--- config.mk ---
export PLATFORM = sky130hd
export DESIGN_NAME = audio_mixer_sd_flat
export DESIGN_NICKNAME = d
export VERILOG_FILES = /design/src/rtl/audio_mixer_sd_pkg.sv /design/src/rtl/audio_mixer_sd_if.sv /design/src/rtl/audio_mixer_sd_dac1.sv /design/src/rtl/audio_mixer_sd.sv /design/src/flat_wrapper.sv
export SDC_FILE = /design/constraint.sdc
export NUM_CORES = 1
export LEC_CHECK = 0
export ABC_CLOCK_PERIOD_IN_PS = 8200
export CELL_PAD_IN_SITES_DETAIL_PLACEMENT = 0
export CELL_PAD_IN_SITES_GLOBAL_PLACEMENT = 1
export CORE_ASPECT_RATIO = 1.25
export CORE_MARGIN = 1
export CORE_UTILIZATION = 45
export CTS_CLUSTER_SIZE = 24
export DETAILED_ROUTE_END_ITERATION = 8
export MAX_ROUTING_LAYER = met4
export PLACE_DENSITY = 0.88
export SYNTH_ARGS = -nofsm -noshare
export SYNTH_HDL_FRONTEND = slang
export SYNTH_SLANG_ARGS = --single-unit
--- constraint.sdc ---
create_clock -name clk_sys -period 8.2 [get_ports clk_sys]
set_input_delay 2.05 -clock clk_sys [delete_from_list [all_inputs] [get_ports clk_sys]]
set_output_delay 2.05 -clock clk_sys [all_outputs]
set_load 0.03 [all_outputs]
--- src/rtl/audio_mixer_sd_pkg.sv ---
// Shared types and constants for the sigma-delta audio mixer.
package audio_mixer_sd_pkg;

  typedef enum logic [1:0] {
    PAN_OFF  = 2'b00,
    PAN_L    = 2'b01,
    PAN_R    = 2'b10,
    PAN_BOTH = 2'b11
  } pan_t;

  typedef enum logic [1:0] {
    ST_IDLE,
    ST_ACC,
    ST_LATCH
  } state_t;

  localparam int CFG_VOL_LSB = 0;
  localparam int CFG_VOL_W   = 4;
  localparam int CFG_PAN_LSB = 4;
  localparam int CFG_PAN_W   = 2;
  localparam int CFG_W       = CFG_VOL_W + CFG_PAN_W;

  // Field order matches the cfg_data layout: pan in [5:4], volume in [3:0].
  typedef struct packed {
    pan_t       pan;
    logic [3:0] vol;
  } cfg_t;

  localparam logic [3:0] VOL_RST = 4'hF;
  localparam pan_t       PAN_RST = PAN_BOTH;
  localparam cfg_t       CFG_RST = '{pan: PAN_RST, vol: VOL_RST};

endpackage

--- src/rtl/audio_mixer_sd_if.sv ---
// Per-channel configuration bus: write strobe/address/data plus readback of the live register.
interface audio_mixer_sd_if;
  import audio_mixer_sd_pkg::*;

  logic             cfg_we;
  logic [2:0]       cfg_addr;
  logic [CFG_W-1:0] cfg_data;
  logic [CFG_W-1:0] cfg_rdata;

  modport master (output cfg_we, cfg_addr, cfg_data, input cfg_rdata);
  modport slave  (input cfg_we, cfg_addr, cfg_data, output cfg_rdata);
endinterface

--- src/rtl/audio_mixer_sd_dac1.sv ---
// First-order sigma-delta modulator; the carry out of the integrator is the output bit.
module sd_dac1 #(
  parameter int DW = 10
) (
  input  logic          clk_sys,
  input  logic          nRESET,
  input  logic          ce_i,
  input  logic [DW-1:0] mix_i,
  output logic          audio_o
);
  logic [DW:0] int_q, int_d;

  always_comb int_d = {1'b0, int_q[DW-1:0]} + {1'b0, mix_i};

  always_ff @(posedge clk_sys) begin
    if (!nRESET)   int_q <= '0;
    else if (ce_i) int_q <= int_d;
  end

  assign audio_o = int_q[DW];
endmodule

--- src/rtl/audio_mixer_sd.sv ---
// N-channel volume/pan mixer with beeper/tape bits, one shared MAC, two sigma-delta outputs.
// state    | meaning
// ST_IDLE  | wait for ce_sample; snapshot inputs and cfg, seed accumulators with beeper term
// ST_ACC   | one channel multiply-accumulate per cycle
// ST_LATCH | saturate, publish mix, pulse sample_valid
module audio_mixer_sd
  import audio_mixer_sd_pkg::*;
#(
  parameter int NCH      = 3,
  parameter int W        = 8,
  parameter int DW       = 10,
  parameter int BEEP_LVL = 64
) (
  input  logic             clk_sys,
  input  logic             nRESET,
  input  logic             ce_sample,
  input  logic             ce_dac,
  audio_mixer_sd_if.slave  cfg,
  input  logic [NCH*W-1:0] ch_in,
  input  logic             ear_out,
  input  logic             mic_out,
  input  logic             tape_in,
  output logic             AUDIO_L,
  output logic             AUDIO_R,
  output logic             sample_valid,
  output logic             clip,
  output logic             overrun
);
  // Accumulator sized for the worst-case sum so nothing wraps before saturation.
  localparam int ACC_MAX = NCH * (2**W - 1) + BEEP_LVL + BEEP_LVL / 2 + BEEP_LVL / 4;
  localparam int AW_MIN  = $clog2(ACC_MAX + 1);
  localparam int AW      = (AW_MIN > DW + 1) ? AW_MIN : DW + 1;
  localparam int IW      = (NCH > 1) ? $clog2(NCH) : 1;
  localparam logic [AW-1:0] MIX_MAX = AW'((2**DW) - 1);

  state_t        state_q, state_d;
  cfg_t          cfg_q [NCH];
  cfg_t          cfg_d [NCH];
  cfg_t          sh_q  [NCH];
  cfg_t          sh_d  [NCH];
  logic [W-1:0]  chs_q [NCH];
  logic [W-1:0]  chs_d [NCH];
  logic [IW-1:0] idx_q, idx_d;
  logic [AW-1:0] acc_l_q, acc_l_d, acc_r_q, acc_r_d;
  logic [DW-1:0] mix_l_q, mix_l_d, mix_r_q, mix_r_d;
  logic          valid_q, valid_d, clip_q, clip_d, overrun_c;
  logic [AW-1:0] beep_term;
  cfg_t          sel_cfg;
  logic [W-1:0]  sel_ch;
  logic [W+3:0]  prod;
  logic [W-1:0]  p;
  logic          sat_l, sat_r;

  always_comb begin
    cfg_d         = cfg_q;
    cfg.cfg_rdata = '0;
    for (int i = 0; i < NCH; i++) begin
      if (cfg.cfg_we && cfg.cfg_addr == 3'(i)) cfg_d[i] = cfg_t'(cfg.cfg_data);
      if (cfg.cfg_addr == 3'(i))               cfg.cfg_rdata = cfg_q[i];
    end
  end

  always_comb begin
    sel_cfg = sh_q[0];
    sel_ch  = chs_q[0];
    for (int i = 1; i < NCH; i++) begin
      if (idx_q == IW'(i)) begin
        sel_cfg = sh_q[i];
        sel_ch  = chs_q[i];
      end
    end
    prod = (W+4)'(sel_ch) * (W+4)'(sel_cfg.vol);
    p    = W'(prod >> 4);
  end

  always_comb begin
    beep_term = (ear_out ? AW'(BEEP_LVL)     : '0)
              + (mic_out ? AW'(BEEP_LVL / 2) : '0)
              + (tape_in ? AW'(BEEP_LVL / 4) : '0);
    sat_l = acc_l_q > MIX_MAX;
    sat_r = acc_r_q > MIX_MAX;
  end

  always_comb begin
    state_d   = state_q;
    idx_d     = idx_q;
    acc_l_d   = acc_l_q;
    acc_r_d   = acc_r_q;
    sh_d      = sh_q;
    chs_d     = chs_q;
    mix_l_d   = mix_l_q;
    mix_r_d   = mix_r_q;
    valid_d   = 1'b0;
    clip_d    = 1'b0;
    overrun_c = 1'b0;
    unique case (state_q)
      ST_IDLE: begin
        if (ce_sample) begin
          for (int i = 0; i < NCH; i++) chs_d[i] = ch_in[i*W +: W];
          sh_d    = cfg_q;
          idx_d   = '0;
          acc_l_d = beep_term;
          acc_r_d = beep_term;
          state_d = ST_ACC;
        end
      end
      ST_ACC: begin
        overrun_c = ce_sample;
        if (sel_cfg.pan[0]) acc_l_d = acc_l_q + AW'(p);
        if (sel_cfg.pan[1]) acc_r_d = acc_r_q + AW'(p);
        if (idx_q == IW'(NCH - 1)) state_d = ST_LATCH;
        else                       idx_d   = idx_q + IW'(1);
      end
      ST_LATCH: begin
        overrun_c = ce_sample;
        mix_l_d   = sat_l ? '1 : acc_l_q[DW-1:0];
        mix_r_d   = sat_r ? '1 : acc_r_q[DW-1:0];
        valid_d   = 1'b1;
        clip_d    = sat_l | sat_r;
        state_d   = ST_IDLE;
      end
      default: state_d = ST_IDLE;
    endcase
  end

  always_ff @(posedge clk_sys) begin
    if (!nRESET) begin
      state_q <= ST_IDLE;
      idx_q   <= '0;
      acc_l_q <= '0;
      acc_r_q <= '0;
      mix_l_q <= '0;
      mix_r_q <= '0;
      valid_q <= 1'b0;
      clip_q  <= 1'b0;
      for (int i = 0; i < NCH; i++) begin
        cfg_q[i] <= CFG_RST;
        sh_q[i]  <= CFG_RST;
        chs_q[i] <= '0;
      end
    end else begin
      state_q <= state_d;
      idx_q   <= idx_d;
      acc_l_q <= acc_l_d;
      acc_r_q <= acc_r_d;
      mix_l_q <= mix_l_d;
      mix_r_q <= mix_r_d;
      valid_q <= valid_d;
      clip_q  <= clip_d;
      cfg_q   <= cfg_d;
      sh_q    <= sh_d;
      chs_q   <= chs_d;
    end
  end

  assign sample_valid = valid_q;
  assign clip         = clip_q;
  assign overrun      = overrun_c & nRESET;

  sd_dac1 #(.DW(DW)) u_dac_l (
    .clk_sys (clk_sys),
    .nRESET  (nRESET),
    .ce_i    (ce_dac),
    .mix_i   (mix_l_q),
    .audio_o (AUDIO_L)
  );

  sd_dac1 #(.DW(DW)) u_dac_r (
    .clk_sys (clk_sys),
    .nRESET  (nRESET),
    .ce_i    (ce_dac),
    .mix_i   (mix_r_q),
    .audio_o (AUDIO_R)
  );
endmodule
--- src/flat_wrapper.sv ---
// flat-port wrapper written by rule: the top's interface ports become plain ports
module audio_mixer_sd_flat import audio_mixer_sd_pkg::*;
#(
  parameter int NCH      = 3,
  parameter int W        = 8,
  parameter int DW       = 10,
  parameter int BEEP_LVL = 64
)
  (clk_sys, nRESET, ce_sample, ce_dac, ch_in, ear_out, mic_out, tape_in, AUDIO_L, AUDIO_R, sample_valid, clip, overrun, cfg_cfg_we, cfg_cfg_addr, cfg_cfg_data, cfg_cfg_rdata);
  audio_mixer_sd_if cfg_i ();
  input  logic clk_sys;
  input  logic nRESET;
  input  logic ce_sample;
  input  logic ce_dac;
  input  logic [NCH*W-1:0] ch_in;
  input  logic ear_out;
  input  logic mic_out;
  input  logic tape_in;
  output logic AUDIO_L;
  output logic AUDIO_R;
  output logic sample_valid;
  output logic clip;
  output logic overrun;
  input wire logic [$bits(cfg_i.cfg_we)-1:0] cfg_cfg_we;
  input wire logic [$bits(cfg_i.cfg_addr)-1:0] cfg_cfg_addr;
  input wire logic [$bits(cfg_i.cfg_data)-1:0] cfg_cfg_data;
  output wire logic [$bits(cfg_i.cfg_rdata)-1:0] cfg_cfg_rdata;
  assign cfg_i.cfg_we = cfg_cfg_we;
  assign cfg_i.cfg_addr = cfg_cfg_addr;
  assign cfg_i.cfg_data = cfg_cfg_data;
  assign cfg_cfg_rdata = cfg_i.cfg_rdata;
  audio_mixer_sd #(.NCH(NCH), .W(W), .DW(DW), .BEEP_LVL(BEEP_LVL)) u_core (.clk_sys(clk_sys), .nRESET(nRESET), .ce_sample(ce_sample), .ce_dac(ce_dac), .cfg(cfg_i), .ch_in(ch_in), .ear_out(ear_out), .mic_out(mic_out), .tape_in(tape_in), .AUDIO_L(AUDIO_L), .AUDIO_R(AUDIO_R), .sample_valid(sample_valid), .clip(clip), .overrun(overrun));
endmodule
==> impl_metrics.csv, run 1 <==
group,metric,value,unit
status,status,"finished clean",
global_route,antenna_found_initial,0,
sta,worst_pin_slew,0.957,ns
drt,wirelength,16.5,mm
placement,detailed_place_hpwl,11.8,mm
drt,dr.pass1.iters,6,
layout,drive_gt1_frac,0.0763,
clocking,cts_hold_buf,0,
die,num_io_pins,52,
clocking,insertion_delay,0.43,ns
yosys,avgSynthCellArea,8.51,um^2
yosys,synthCells,915,
global_route,grt_pass1_wl,27.8,mm
sta,finalSetupViolations,0,
drt,routedWlPerCell,14.0,um
setup_path,crit_cells,5,
setup_path,r2r_end,"u_core.acc_l_q[10]",
yosys,ys_ff_latch,130,
yosys,synth-seq-area-share,0.334,
global_route,grt_remaining_overflow,0,
die,die_w,120,um
setup_path,path_class,"in -> out",
pwr,p_clk_frac,0.407,
sta,whs,0.463,ns
clocking,cts_max_path_buffers,2,
layout,num_antenna_cells,0,
die,dieArea,17800,um^2
clocking,path_clk_slew,0.06,ns
pwr,p_seq_frac,0.354,
layout,final_cell_mix,"nand2_1, dfxtp_1, nor2_1, ha_1, inv_1",
clocking,cts-root-buf,"clkbuf_16",
hold_path,worstHoldPathType,"reg -> reg",
hold_path,min_path_cells,2,
setup_path,cp_num_buf_inv,2,
drt,drt_iter0_drc,275,
die,core,16800,um^2
drt,drc_errors,0,
clocking,cts_resized,0,
placement,dp_cells,1145,
setup_path,max_stage_delay,0.68,ns
yosys,netlist_top_cells_area,"dfxtp_1, ha_1, nand2_1",
pwr,p_switching,602,uW
yosys,yosys.cell_types.count,59,
layout,finalNonFillerCells,1177,
pwr,pwr_density_cell,217,nW/um^2
setup_path,crit_path_end,"cfg_cfg_rdata[2]",
clocking,cts_max_level,4,
clocking,cts_tree,"yes",
setup_path,cp-start-kind,"primary input",
pwr,ir_drop,0.152,mV
clocking,postCtsSetupBuffers,0,
drt,num_vias,6227,
global_route,grt_max_degree,92,
global_route,grt_pass1_vias,6083,
die,die_h,149,um
sta,fin_worst_skew,0.0101,ns
pwr,power_frac_comb,0.239,
setup_path,reg2regPathDepth,23,
setup_path,worstPathMaxFanout,9,
setup_path,worst_path_max_delay_cell,"clkdlybuf4s50_1",
sta,drv_slew,0,
layout,fin_nets,1060,
layout,layout_commonest_cell,"nand2_1",
yosys,synth_top_area_cell,"dfxtp_1",
sta,rsz0062_at_grt,"false",
sta,slew_headroom,0.362,
yosys,ys.flop_type,"dfxtp_1",
yosys,synth_area,7780,um^2
sta,hold_violations,0,
drt,ant_nets,0,
layout,final_util,0.532,
sta,min_period,6.20,ns
flow_run,maxCapViolCount,0,
setup_path,path_common_cell,"clkdlybuf4s50_1",
sta,post-route-period-util,0.755,
yosys,syn_nets,1031,
drt,viasPerCell,5.29,
layout,area_growth_syn_to_layout,15.2,%
yosys,synth_top_area_share,0.334,
pwr,p_leak,3.87,nW
pwr,finalPower,1.95,mW
pwr,p_int,1.35,mW
setup_path,r2r_start,"u_core.idx_q[0]",
setup_path,cp-end-kind,"output port",
clocking,cts.sinks,130,
die,initial_core_util,0.462,
yosys,yosysWarnings,0,
die,row_count,53,
yosys,synth_edf_count,0,
setup_path,required,6.15,ns
yosys,synthArstFlopShare,0,
placement,place_congestion,0.823,
sta,max_freq,161,MHz
setup_path,crit_path_start,"cfg_cfg_addr[0]",
placement,port-buffer-count,51,
pwr,switching_share,0.309,
clocking,cts-buffers-inserted,17,
setup_path,path_cells,"clkdlybuf4s50_1, nor2b_1, a21oi_1, nor2_1, clkdlybuf4s50_1",
setup_path,crit_family,"buffers and inverters",
setup_path,r2r_slack,2.03,ns
sta,fin_setup_tns,0,ns
setup_path,cp.arrival,4.15,ns
global_route,grt_usage,0.201,
-- per-layer routing --
| layer | track usage | part of all wire |
|---|---|---|
| met5 | - | 0 |
| met4 | 0.0856 | 0.025 |
| met3 | 0.0440 | 0.028 |
| met2 | 0.337 | 0.48 |
| met1 | 0.230 | 0.46 |
-- cell families (layout without fill, tap and decap cells) --
group | Yosys count | count (layout) | synth area share
buffers and inverters | 100 | 142 | 0.0585
adder cells (fa/ha/maj) | 75 | 75 | 0.135
XOR/XNOR | 27 | 27 | 0.0304
multiplexers | 47 | 47 | 0.0604
AND/OR/NAND/NOR | 323 | 323 | 0.195
flip-flops | 130 | 130 | 0.334
AO/OA/AOI/OAI | 213 | 213 | 0.186
-- power groups by stage --
stage	combinational [mW]	clock (mW)	sequential, mW
2_1_floorplan	0.366	0	0.695
3_3_place_gp	0.462	0	0.703
3_5_place_dp	0.465	0	0.704
4_1_cts	0.469	0.812	0.690
5_1_grt	0.526	0.841	0.693
6_report	0.465	0.794	0.690
-- registers in the layout (all words and copies together), names as in the netlist, 10 cells and up --
signal                count
u_core.acc_l_q           11
u_core.acc_r_q           11
u_core.cfg_q             18
u_core.chs_q             24
u_core.mix_l_q           10
u_core.mix_r_q           10
u_core.sh_q              18
u_core.u_dac_l.int_q     11
u_core.u_dac_r.int_q     11
-- worst min path at each step --
stage / startpoint / endpoint
finish: u_core.chs_q[1] / u_core.chs_q[1]
global route: u_core.chs_q[22] / u_core.chs_q[22]
CTS: u_core.chs_q[1] / u_core.chs_q[1]
detailed placement: u_core.sh_q[1] / u_core.sh_q[1]
global placement: u_core.u_dac_r.int_q[9] / u_core.u_dac_r.int_q[9]
floorplan: u_core.u_dac_l.int_q[9] / u_core.u_dac_l.int_q[9]
-- synth_stat cells, types with 15 or more instances --
cell      number
nand2_1      145
dfxtp_1      130
ha_1          60
nor2_1        60
inv_1         53
a21oi_1       48
mux2i_1       47
o21ai_0       45
a21boi_0      39
nand3_1       35
clkbuf_1      33
nor2b_1       22
o221a_2       18
fa_1          15
xor2_1        15
-- per-stage QoR --
stage | setup WS, ns | instance area, um^2
6_report | 2.00 | 8970
5_1_grt | 1.44 | 8970
4_1_cts | 1.97 | 8970
3_5_place_dp | 2.00 | 8360
3_3_place_gp | 2.01 | 8360
2_1_floorplan | 2.92 | 7780
-- final cells by class --
cell class	count	area (um^2)
Tap cell	220	275
Clock inverter	14	174
Clock buffer	18	439
Timing Repair Buffer	57	553
Sequential cell	130	2600
Inverter	53	199
Fill cell	1640	7880
Multi-Input combinational cell	685	4730
-- worst min-delay path, stage by stage (launching register included) --
cell and delay, ns:
dfxtp_1 0.31, nand2_1 0.04, a21boi_0 0.06
Power figures use the tool's default switching activity.
==> run 2: changes to the inputs <==
--- a/config.mk
+++ b/config.mk
@@ -5,16 +5,16 @@
 export SDC_FILE = /design/constraint.sdc
 export NUM_CORES = 1
 export LEC_CHECK = 0
-export ABC_CLOCK_PERIOD_IN_PS = 8200
+export ABC_CLOCK_PERIOD_IN_PS = 5580
 export CELL_PAD_IN_SITES_DETAIL_PLACEMENT = 0
 export CELL_PAD_IN_SITES_GLOBAL_PLACEMENT = 1
 export CORE_ASPECT_RATIO = 1.25
 export CORE_MARGIN = 1
-export CORE_UTILIZATION = 45
+export CORE_UTILIZATION = 41
 export CTS_CLUSTER_SIZE = 24
 export DETAILED_ROUTE_END_ITERATION = 8
 export MAX_ROUTING_LAYER = met4
-export PLACE_DENSITY = 0.88
+export PLACE_DENSITY = 0.85
 export SYNTH_ARGS = -nofsm -noshare
 export SYNTH_HDL_FRONTEND = slang
 export SYNTH_SLANG_ARGS = --single-unit
==> constraint.sdc (replaced) <==
create_clock -name clk_sys -period 5.58 [get_ports clk_sys]
set_input_delay 1.395 -clock clk_sys [delete_from_list [all_inputs] [get_ports clk_sys]]
set_output_delay 1.395 -clock clk_sys [all_outputs]
set_load 0.03 [all_outputs]
==> run 2 against run 1 <==
Clock skew is 0.0035 ns higher. Cell count up 2.2%. Sequential cell count unchanged. The flow now finishes with violations (DRC). Die area increased by 9.6%. First-iteration DRC count shrank 15%. Sequential share of layout area fell by 0.42 points. Register-to-register slack worse by 1.7 ns. Total power increased by 43%. Critical path depth is 19 higher. Wire length increased by 2.0%.
==> impl_metrics.csv, run 2 (same netlist as run 1, synthesis figures left out) <==
group,metric,value,unit
status,status,"finished with violations",
status,violations,"DRC",
layout,top_register,"u_core.chs_q",
setup_path,worst_path_max_delay_cell,"fa_1",
global_route,grt_usage,0.185,
setup_path,crit_path_end,"u_core.acc_l_q[10]",
pwr,p_int,1.88,mW
sta,max_freq,192,MHz
setup_path,worstPathMaxFanout,7,
setup_path,required,5.91,ns
pwr,power_frac_comb,0.259,
sta,post-route-period-util,0.935,
die,die_h,156,um
setup_path,max_stage_delay,0.54,ns
sta,finalSetupViolations,0,
global_route,grt_pass1_vias,6128,
drt,dr.pass1.iters,6,
setup_path,crit_path_start,"u_core.idx_q[1]",
placement,port-buffer-count,51,
drt,num_vias,6315,
sta,drv_slew,0,
clocking,cts.sinks,130,
layout,finalNonFillerCells,1203,
clocking,cts-root-buf,"clkbuf_16",
layout,nFillCells,1808,
die,core,18700,um^2
layout,num_antenna_cells,0,
layout,area_growth_syn_to_layout,16.9,%
clocking,path_clk_slew,0.06,ns
setup_path,path_cells,"inv_1, ha_4, buf_4, mux2i_1, o21ai_1, nand2_1, fa_1, fa_1, inv_1, ha_1, nand2_1, a211oi_2, a41o_1, buf_4, xor2_2, ha_1, inv_1, fa_1, nor2b_1, o21ai_0, a21oi_1, o21ai_1, or3_1, a21oi_1",
pwr,finalPower,2.79,mW
layout,postLayoutCellArea,9100,um^2
pwr,p_switching,907,uW
drt,viasPerCell,5.25,
drt,wirelength,16.8,mm
die,row_count,56,
setup_path,r2r_start,"u_core.idx_q[1]",
layout,largest_reg_flops,24,
clocking,cts_max_level,4,
layout,layout_commonest_cell,"nand2_1",
placement,placed_area,8470,um^2
drt,drc_errors,2,
clocking,cts_tree,"yes",
setup_path,cp.arrival,5.55,ns
setup_path,reg2regPathDepth,24,
sta,whs,0.464,ns
pwr,switching_share,0.326,
die,initial_core_util,0.416,
die,dieArea,19500,um^2
global_route,grt_max_degree,90,
drt,drt_iter0_drc,234,
pwr,p_seq_frac,0.364,
sta,hold_violations,0,
layout,largestRegisters,"u_core.chs_q x24, u_core.cfg_q x18, u_core.sh_q x18",
sta,setup_ws,0.362,ns
clocking,cts_max_path_buffers,2,
pwr,p_clk_frac,0.377,
placement,place_ws,0.0405,ns
die,die_w,125,um
hold_path,worstHoldPathType,"reg -> reg",
setup_path,cp-end-kind,"flip-flop",
flow_run,maxCapViolCount,0,
placement,place_congestion,0.851,
layout,final_cell_mix,"nand2_1, dfxtp_1, nor2_1, ha_1, inv_1",
setup_path,r2r_end,"u_core.acc_l_q[10]",
drt,ant_nets,0,
drt,routedWlPerCell,14.0,um
layout,drive_gt1_frac,0.0999,
setup_path,path_class,"reg -> reg",
clocking,insertion_delay,0.42,ns
sta,fin_worst_skew,0.0136,ns
pwr,pwr_density_cell,306,nW/um^2
setup_path,r2r_slack,0.36,ns
clocking,cts-buffers-inserted,17,
global_route,grt_pass1_wl,28.6,mm
sta,slew_headroom,0.333,
die,num_io_pins,52,
setup_path,cp-start-kind,"flip-flop",
global_route,grt_remaining_overflow,0,
pwr,ir_drop,0.258,mV
sta,worst_pin_slew,1.00,ns
sta,min_period,5.22,ns
placement,detailed_place_hpwl,12.2,mm
placement,dp_cells,1170,
pwr,p_leak,3.93,nW
global_route,antenna_found_initial,0,
layout,fin_nets,1074,
-- run 2: layout make-up --
class / instances / area [um^2] / share of cell area
clock buffers: 20 / 457 / 0.0502
clock inverters: 12 / 98.8 / 0.0109
inverters: 53 / 199 / 0.0219
multi-input cells: 685 / 4790 / 0.526
flip-flops and latches: 130 / 2600 / 0.286
well taps: 232 / 290 / 0.0319
repair buffers: 71 / 662 / 0.0727
-- run 2: timing repair --
action	4_1_cts	5_1_grt
pin swaps	0	3
hold buffers	0	0
gates resized for setup	1	14
hold endpoints to repair	0	0
gates cloned	0	0
buffers inserted	0	1
endpoints found under the setup margin	1	12
-- run 2: worst min-delay path by stage --
stage                                        from                      end  slack [ns]  cells past startpoint
after floorplan           u_core.u_dac_l.int_q[9]  u_core.u_dac_l.int_q[9]        0.43                      2
after global placement    u_core.u_dac_r.int_q[9]  u_core.u_dac_r.int_q[9]        0.45                      2
after detailed placement           u_core.sh_q[9]           u_core.sh_q[9]        0.46                      2
after CTS                        u_core.chs_q[20]         u_core.chs_q[20]        0.47                      2
after global routing              u_core.chs_q[9]          u_core.chs_q[9]        0.48                      2
final                             u_core.chs_q[9]          u_core.chs_q[9]        0.46                      2
-- run 2: through the flow --
stage / utilization / TNS [ns]
final: 0.486 / 0
after global placement: 0.453 / 0
after detailed placement: 0.453 / 0
after CTS: 0.483 / 0
after floorplan: - / 0
after global routing: 0.486 / -0.00352
-- run 2: per-layer routing --
layer	routed length [um]	vias to the layer above	track usage
li1	-	3260	-
met3	371	19	0.0267
met4	269	0	0.0703
met5	0	-	-
met2	8320	85	0.320
met1	7870	2951	0.218
-- run 2: power by group through the flow --
stage	Clock [mW]	Sequential, mW	Combinational (mW)
2_1_floorplan	0	1.02	0.537
3_3_place_gp	0	1.04	0.691
3_5_place_dp	0	1.04	0.702
4_1_cts	1.07	1.01	0.709
5_1_grt	1.10	1.02	0.814
6_report	1.05	1.02	0.721
-- run 2: worst max-delay path: cells and delay by family (launching register included) --
| kind | cells | cell delay, ns |
|---|---|---|
| buf+inv | 5 | 0.49 |
| flops | 1 | 0.38 |
| xor+xnor | 1 | 0.16 |
| simple gates | 4 | 0.65 |
| mux | 1 | 0.12 |
| compound gates | 7 | 1.25 |
| fa+ha+maj | 6 | 2.10 |
